File: src/rtl/hv_reg_slv.sv
// Register-bank responder at the far end of the register access arbiter: CRC-checked
// writes, a two-key lock guarding the config space, and read data returned with a fresh CRC.
module hv_reg_slv #(
    parameter int                 REG_AW    = 7,
    parameter int                 REG_DW    = 8,
    parameter int                 REG_CRC_W = 8,
    parameter int                 CFG_NUM   = 16,
    parameter logic [REG_AW-1:0]  CFG_BASE  = 7'h10,
    parameter logic [REG_DW-1:0]  CHIP_ID   = 8'h5A
) (
    input  logic                        i_clk,
    input  logic                        i_rst,
    input  logic                        i_rac_reg_ren,
    input  logic                        i_rac_reg_wen,
    input  logic [REG_AW-1:0]           i_rac_reg_addr,
    input  logic [REG_DW-1:0]           i_rac_reg_wdata,
    input  logic [REG_CRC_W-1:0]        i_rac_reg_wcrc,
    output logic                        o_reg_rac_wack,
    output logic                        o_reg_rac_rack,
    output logic [REG_DW-1:0]           o_reg_rac_rdata,
    output logic [REG_CRC_W-1:0]        o_reg_rac_rcrc,
    output logic [CFG_NUM*REG_DW-1:0]   o_cfg_regs,
    output logic                        o_unlocked,
    output logic                        o_crc_err
);

    localparam int MSG_W  = 1 + REG_AW + REG_DW;
    localparam int CFG_IW = (CFG_NUM > 1) ? $clog2(CFG_NUM) : 1;
    localparam int ERR_W  = 4;

    localparam logic [REG_CRC_W-1:0] CRC_POLY = REG_CRC_W'(8'h07);
    localparam logic [REG_AW-1:0]    ADDR_ID     = REG_AW'(0);
    localparam logic [REG_AW-1:0]    ADDR_STATUS = REG_AW'(1);
    localparam logic [REG_AW-1:0]    ADDR_LOCK   = REG_AW'(2);
    localparam logic [REG_AW-1:0]    ADDR_ERRCLR = REG_AW'(3);
    localparam logic [REG_AW:0]      CFG_END     = (REG_AW+1)'(CFG_NUM);
    localparam logic [REG_DW-1:0]    KEY1_VAL    = REG_DW'(8'h5A);
    localparam logic [REG_DW-1:0]    KEY2_VAL    = REG_DW'(8'hA5);
    localparam logic [ERR_W-1:0]     ERR_MAX     = '1;

    typedef enum logic [1:0] {
        ST_LOCKED,
        ST_KEY1,
        ST_UNLOCKED
    } lock_state_e;

    typedef enum logic [2:0] {
        DEC_ID,
        DEC_STATUS,
        DEC_LOCK,
        DEC_ERRCLR,
        DEC_CFG,
        DEC_NONE
    } dec_e;

    // CRC-8, MSB-first, zero init, no reflection or final XOR
    function automatic logic [REG_CRC_W-1:0] crc_calc(input logic [MSG_W-1:0] msg);
        logic [REG_CRC_W-1:0] c;
        logic                 fb;
        c = '0;
        for (int i = MSG_W - 1; i >= 0; i--) begin
            fb = c[REG_CRC_W-1] ^ msg[i];
            c  = {c[REG_CRC_W-2:0], 1'b0} ^ (fb ? CRC_POLY : '0);
        end
        return c;
    endfunction

    lock_state_e                          state_q, state_d;
    logic [CFG_NUM-1:0][REG_DW-1:0]       cfg_q, cfg_d;
    logic [ERR_W-1:0]                     err_cnt_q, err_cnt_d;
    logic                                 rej_q, rej_d;
    logic                                 crc_err_q, crc_err_d;
    logic                                 rack_q, rack_d;
    logic [REG_DW-1:0]                    rdata_q, rdata_d;
    logic [REG_CRC_W-1:0]                 rcrc_q, rcrc_d;

    dec_e                                 dec;
    logic [REG_AW:0]                      cfg_off;
    logic [CFG_IW-1:0]                    cfg_idx;
    logic [REG_CRC_W-1:0]                 wr_crc;
    logic                                 good_wr;
    logic                                 bad_wr;
    logic                                 rd_req;
    logic                                 unlocked;
    logic                                 accepted;
    logic [REG_DW-1:0]                    status_val;
    logic [REG_DW-1:0]                    rd_val;

    // NOTE: every combinational output gets a default before any branch, so no path
    // leaves a signal unassigned and no latch is inferred.
    always_comb begin
        dec     = DEC_NONE;
        cfg_off = {1'b0, i_rac_reg_addr} - {1'b0, CFG_BASE};
        if (i_rac_reg_addr == ADDR_ID) begin
            dec = DEC_ID;
        end else if (i_rac_reg_addr == ADDR_STATUS) begin
            dec = DEC_STATUS;
        end else if (i_rac_reg_addr == ADDR_LOCK) begin
            dec = DEC_LOCK;
        end else if (i_rac_reg_addr == ADDR_ERRCLR) begin
            dec = DEC_ERRCLR;
        end else if ((i_rac_reg_addr >= CFG_BASE) && (cfg_off < CFG_END)) begin
            dec = DEC_CFG;
        end
    end

    assign cfg_idx  = cfg_off[CFG_IW-1:0];
    assign wr_crc   = crc_calc({1'b0, i_rac_reg_addr, i_rac_reg_wdata});
    assign good_wr  = i_rac_reg_wen && (wr_crc == i_rac_reg_wcrc);
    assign bad_wr   = i_rac_reg_wen && (wr_crc != i_rac_reg_wcrc);
    assign rd_req   = i_rac_reg_ren && !i_rac_reg_wen;
    assign unlocked = (state_q == ST_UNLOCKED);

    // LOCK and ERRCLR always take effect; config only while unlocked
    assign accepted = good_wr && ((dec == DEC_LOCK) || (dec == DEC_ERRCLR) ||
                                  ((dec == DEC_CFG) && unlocked));

    always_comb begin
        status_val                = '0;
        status_val[ERR_W-1:0]     = err_cnt_q;
        status_val[4]             = unlocked;
        status_val[5]             = rej_q;
    end

    always_comb begin
        rd_val = '0;
        case (dec)
            DEC_ID:     rd_val = CHIP_ID;
            DEC_STATUS: rd_val = status_val;
            DEC_CFG:    rd_val = cfg_q[cfg_idx];
            default:    rd_val = '0;
        endcase
    end

    // Lock FSM: only good writes move it; a broken key sequence falls back to LOCKED
    // and the offending write is handled as if LOCKED
    always_comb begin
        state_d = state_q;
        if (good_wr) begin
            case (state_q)
                ST_LOCKED: begin
                    if ((dec == DEC_LOCK) && (i_rac_reg_wdata == KEY1_VAL)) begin
                        state_d = ST_KEY1;
                    end
                end
                ST_KEY1: begin
                    if ((dec == DEC_LOCK) && (i_rac_reg_wdata == KEY2_VAL)) begin
                        state_d = ST_UNLOCKED;
                    end else if ((dec == DEC_LOCK) && (i_rac_reg_wdata == KEY1_VAL)) begin
                        state_d = ST_KEY1;
                    end else begin
                        state_d = ST_LOCKED;
                    end
                end
                ST_UNLOCKED: begin
                    if (dec == DEC_LOCK) begin
                        state_d = ST_LOCKED;
                    end
                end
                default: state_d = ST_LOCKED;
            endcase
        end
    end

    always_comb begin
        cfg_d     = cfg_q;
        err_cnt_d = err_cnt_q;
        rej_d     = rej_q;
        crc_err_d = bad_wr;
        if (bad_wr) begin
            if (err_cnt_q != ERR_MAX) begin
                err_cnt_d = err_cnt_q + 1'b1;
            end
        end else if (good_wr) begin
            rej_d = !accepted;
            if ((dec == DEC_CFG) && unlocked) begin
                cfg_d[cfg_idx] = i_rac_reg_wdata;
            end
            if ((dec == DEC_ERRCLR) && i_rac_reg_wdata[0]) begin
                err_cnt_d = '0;
            end
        end
    end

    always_comb begin
        rack_d  = rd_req;
        rdata_d = rdata_q;
        rcrc_d  = rcrc_q;
        if (rd_req) begin
            rdata_d = rd_val;
            rcrc_d  = crc_calc({1'b0, i_rac_reg_addr, rd_val});
        end
    end

    // NOTE: sequential state uses non-blocking assignments only, so every register
    // samples its _d value from before the edge regardless of statement order.
    always_ff @(posedge i_clk) begin
        if (i_rst) begin
            state_q   <= ST_LOCKED;
            // NOTE: the config bank is a handful of flops with a defined reset value,
            // so it is cleared with the rest of the state rather than left as RAM.
            cfg_q     <= '0;
            err_cnt_q <= '0;
            rej_q     <= 1'b0;
            crc_err_q <= 1'b0;
            rack_q    <= 1'b0;
            rdata_q   <= '0;
            rcrc_q    <= '0;
        end else begin
            state_q   <= state_d;
            cfg_q     <= cfg_d;
            err_cnt_q <= err_cnt_d;
            rej_q     <= rej_d;
            crc_err_q <= crc_err_d;
            rack_q    <= rack_d;
            rdata_q   <= rdata_d;
            rcrc_q    <= rcrc_d;
        end
    end

    assign o_reg_rac_wack  = i_rac_reg_wen;
    assign o_reg_rac_rack  = rack_q;
    assign o_reg_rac_rdata = rdata_q;
    assign o_reg_rac_rcrc  = rcrc_q;
    assign o_cfg_regs      = cfg_q;
    assign o_unlocked      = unlocked;
    assign o_crc_err       = crc_err_q;

endmodule

File: config.mk
export PLATFORM = sky130hd
export DESIGN_NAME = hv_reg_slv
export DESIGN_NICKNAME = d
export VERILOG_FILES = /design/src/rtl/hv_reg_slv.sv
export SDC_FILE = /design/constraint.sdc
export NUM_CORES = 1
export LEC_CHECK = 0
export CORE_MARGIN = 2
export CORE_UTILIZATION = 40
export DETAILED_ROUTE_END_ITERATION = 12
export DONT_BUFFER_PORTS = 1
export SYNTH_ARGS = -nofsm -noshare
export SYNTH_HDL_FRONTEND = slang
export SYNTH_SLANG_ARGS = --single-unit
File: constraint.sdc
create_clock -name i_clk -period 4.8 [get_ports i_clk]
set_input_delay 0.96 -clock i_clk [delete_from_list [all_inputs] [get_ports i_clk]]
set_output_delay 0.96 -clock i_clk [all_outputs]
set_load 0.01 [all_outputs]
==> reports/summary.log <==
[clocking] total clock buffers created by CTS 17
[clocking] register clock-pin slew on the reported worst setup and hold paths 0.07 ns
[grt] largest net degree at the start of global routing 156
[setup_path] startpoint of the lowest-slack register-to-register path o_cfg_regs[46]$_SDFFE_PP0P_
[synthesis] number of enable-type register cells in the synthesized netlist 0
[sta] period utilization 78.1%
[placement] count of placed standard cells including taps 961
[setup_path] Critical Path Source i_rac_reg_addr[3]
[synthesis] Most used DFF post-synth dfxtp_1
[placement] placer's final routability congestion estimate 0.870
[route] final routed wire length divided by cell count 24.4 µm
[route] overall via count from detail_route 5,703
[final_layout] area growth from synthesis to layout 8.52%
[floorplan] cell row count 51
[pwr] Pwr Total 2.94 mW
[clocking] clk root buf clkbuf_16
[route] DRC violation total after the first TritonRoute iteration 571
[synthesis] proportion of register bits with asynchronous set or reset after synthesis 0%
[floorplan] num ports 175
[route] Residual DRC 0
[setup_path] required time at the endpoint of the critical path 5.14 ns
[synthesis] Yosys reg bits 153
[final_layout] ratio of cells with drive above 1 in the final layout 13.7%
[worst_hold_path] class of the tightest hold or removal check flip-flop to flip-flop
[floorplan] Initial Util 41.1%
[synthesis] post-synthesis sequential area ratio 38.1%
[final_layout] most used cells in the layout excluding fill and tap cells dfxtp_1 (153), nor2_1 (152), mux2i_1 (142)
[worst_hold_path] hold path endpoint o_reg_rac_rcrc[3]$_SDFFE_PP0P_
[floorplan] core outline area 0.0196 mm²
[pwr] Cell Pwr Density 336 mW/mm²
[clocking] Resized cells post-CTS 0
[worst_hold_path] critical hold path startpoint o_reg_rac_rcrc[3]$_SDFFE_PP0P_
[clocking] clock insertion delay at the later pin of the skew report 0.44 ns
[sta] worst slew slack as a fraction of its limit 47.8%
[setup_path] category of the worst setup path launch point input pin
[sta] count of endpoints failing hold in the final timing report 0
[synthesis] gate count of the mapped netlist 755
[grt] initial antenna violation count 0
[pwr] Leak 4.24 nW
[sta] Fin Setup TNS 0 ns
[setup_path] length in cells of the worst reg-to-reg path 8
[clocking] H-tree levels 4
[sta] highest clock frequency the design can meet 267 MHz
[sta] final-report setup violation count 0
[synthesis] Avg Inst Size Synth 10.7 µm²
[final_layout] Layout Cell Area excl Fill 0.00873 mm²
[synthesis] number of distinct library cells after synthesis 63
[placement] Place WS 0.689 ns
[synthesis] Yosys warning count 0
[final_layout] most common library cell in the layout ignoring fill and taps dfxtp_1
[run] max capacitance violation total 0
[floorplan] die outline area 0.0213 mm²
[sta] RSZ-0062 raised after global routing false
[sta] Final Worst Setup Slack 1.05 ns
[worst_hold_path] hold depth 2
[pwr] worst vdd rail ir drop 0.223 mV
[setup_path] critical path peak fanout 18
[clocking] TritonCTS Sinks 153
[clocking] deepest clock path buffer count 2
[route] First-pass DRT Iterations 6
[synthesis] Syn Nets 794
[route] antenna-violating nets left 0
[floorplan] DIE WIDTH 146 µm
[clocking] Post-CTS Setup Repair Bufs 0
[final_layout] Ant. Diodes 0
[grt] Global Route Usage Sum 22.8%
[route] Detailed Route WL 24,200 µm
[sta] number of pins exceeding their max-slew limit in the final report 0
[clocking] number of hold buffers added after cts 0
[synthesis] area of the mapped netlist 0.00805 mm²
[setup_path] FF-to-FF setup slack 1.69 ns
[setup_path] kind of critical path input pin to flip-flop
[setup_path] endpoint of the lowest-slack register-to-register path o_reg_rac_rcrc[1]$_SDFFE_PP0P_
[grt] remaining global-route overflow 0
[grt] global-route wire length before repair 36,600 µm
[setup_path] type of destination of the critical path flip-flop
[final_layout] non-filler instance count after layout 993
[outcome] run status complete, no violations
[setup_path] arrival time reported for the critical path endpoint 4.09 ns
[placement] count of buffers inserted at the top-level ports 0
[sta] clock period minus final worst setup slack 3.75 ns
[grt] via count of the first global-routing pass 5,769
[sta] Layout Skew 0.0186 ns
[route] via density per instance 5.74
[sta] pin slew with the least headroom to its limit 0.781 ns
[placement] Detailed Place HPWL 17,100 µm
[final_layout] number of nets in the final layout 754
[clocking] CTS tree built
[placement] placed instance area 0.00814 mm²
[floorplan] Die Ht 146 µm
==> how the worst max path moves through the flow <==
stage               cells after the start                             end
global route                           10  o_reg_rac_rcrc[2]$_SDFFE_PP0P_
floorplan                              14     o_cfg_regs[38]$_SDFFE_PP0P_
global placement                       10  o_reg_rac_rcrc[1]$_SDFFE_PP0P_
detailed placement                     11      o_cfg_regs[5]$_SDFFE_PP0P_
CTS                                    11      o_cfg_regs[5]$_SDFFE_PP0P_
finish                                 10  o_reg_rac_rcrc[1]$_SDFFE_PP0P_
==> per-stage QoR <==
stage / util (%) / hold WS (ns)
2_1_floorplan: - / 0.460
3_3_place_gp: 41.5 / 0.485
3_5_place_dp: 41.5 / 0.498
4_1_cts: 44.6 / 0.512
5_1_grt: 44.6 / 0.534
6_report: 44.6 / 0.507
==> cell type report <==
type,count,area [µm²]
Tap cell,265,332
Timing Repair Buffer,4,42.5
Multi-Input combinational cell,530,4670
Sequential cell,153,3060
Inverter,9,33.8
Fill cell,1790,10900
Clock inverter,14,155
Clock buffer,18,439
==> power breakdown <==
group / switching [mW] / internal (mW) / total, mW
sequential: 0.0142 / 1.28 / 1.30
clock: 0.619 / 0.752 / 1.37
combinational: 0.127 / 0.144 / 0.271
==> critical path: stages <==
cell and delay, ns:
inv_2 0.15, ha_1 0.58, nand2_1 0.17, o41a_1 0.42
a2111oi_0 0.59, o21ba_2 0.25, o211ai_1 0.13, nand2_1 0.17
xnor3_1 0.43, a211oi_1 0.23
==> synth_stat cells, drive strengths merged, types with 4 or more instances <==
master  instances  area share [%]
a21oi          14            0.87
nor3            9            0.56
buf            20             1.6
inv             9            0.42
xor2            9            0.98
mux4           32             9.0
a211oi         11             1.0
nor2          153             7.2
ha             12             1.9
xnor3          11             3.1
and3            4            0.31
clkbuf         43             2.0
nand4          17             4.2
mux2i         142              18
nor2b           7            0.54
mux2            6            0.84
nand2          21            0.98
dfxtp         153              38
xnor2          25             2.8
nand3b          4            0.37
nand3           7            0.44
a22oi           4            0.37
==> kinds of logic after synthesis <==
family          after synthesis  share of synthesized area, %
fa+ha+maj                    12                          1.87
xor+xnor                     47                          7.49
mux                         180                          27.5
buf+inv                      72                          4.00
simple gates                237                          16.0
flops                       153                          38.1
compound gates               54                          5.13
==> metal layers <==
metal | track usage (%) | vias to the layer above | wire length, µm
met4 | 6.91 | 0 | 561
li1 | - | 2614 | -
met1 | 25.7 | 2801 | 8980
met2 | 38.5 | 252 | 11900
met3 | 10.5 | 36 | 2730
met5 | 0 | - | 0
==> flip-flops by register name, summed over array words and instances, names as in the netlist <==
| name | flops |
|---|---|
| rej_q | 1 |
| o_crc_err | 1 |
| err_cnt_q | 4 |
| o_reg_rac_rcrc | 8 |
| state_q | 2 |
| o_reg_rac_rdata | 8 |
| o_reg_rac_rack | 1 |
| o_cfg_regs | 128 |
No activity file was read; power rests on OpenSTA's default activity.
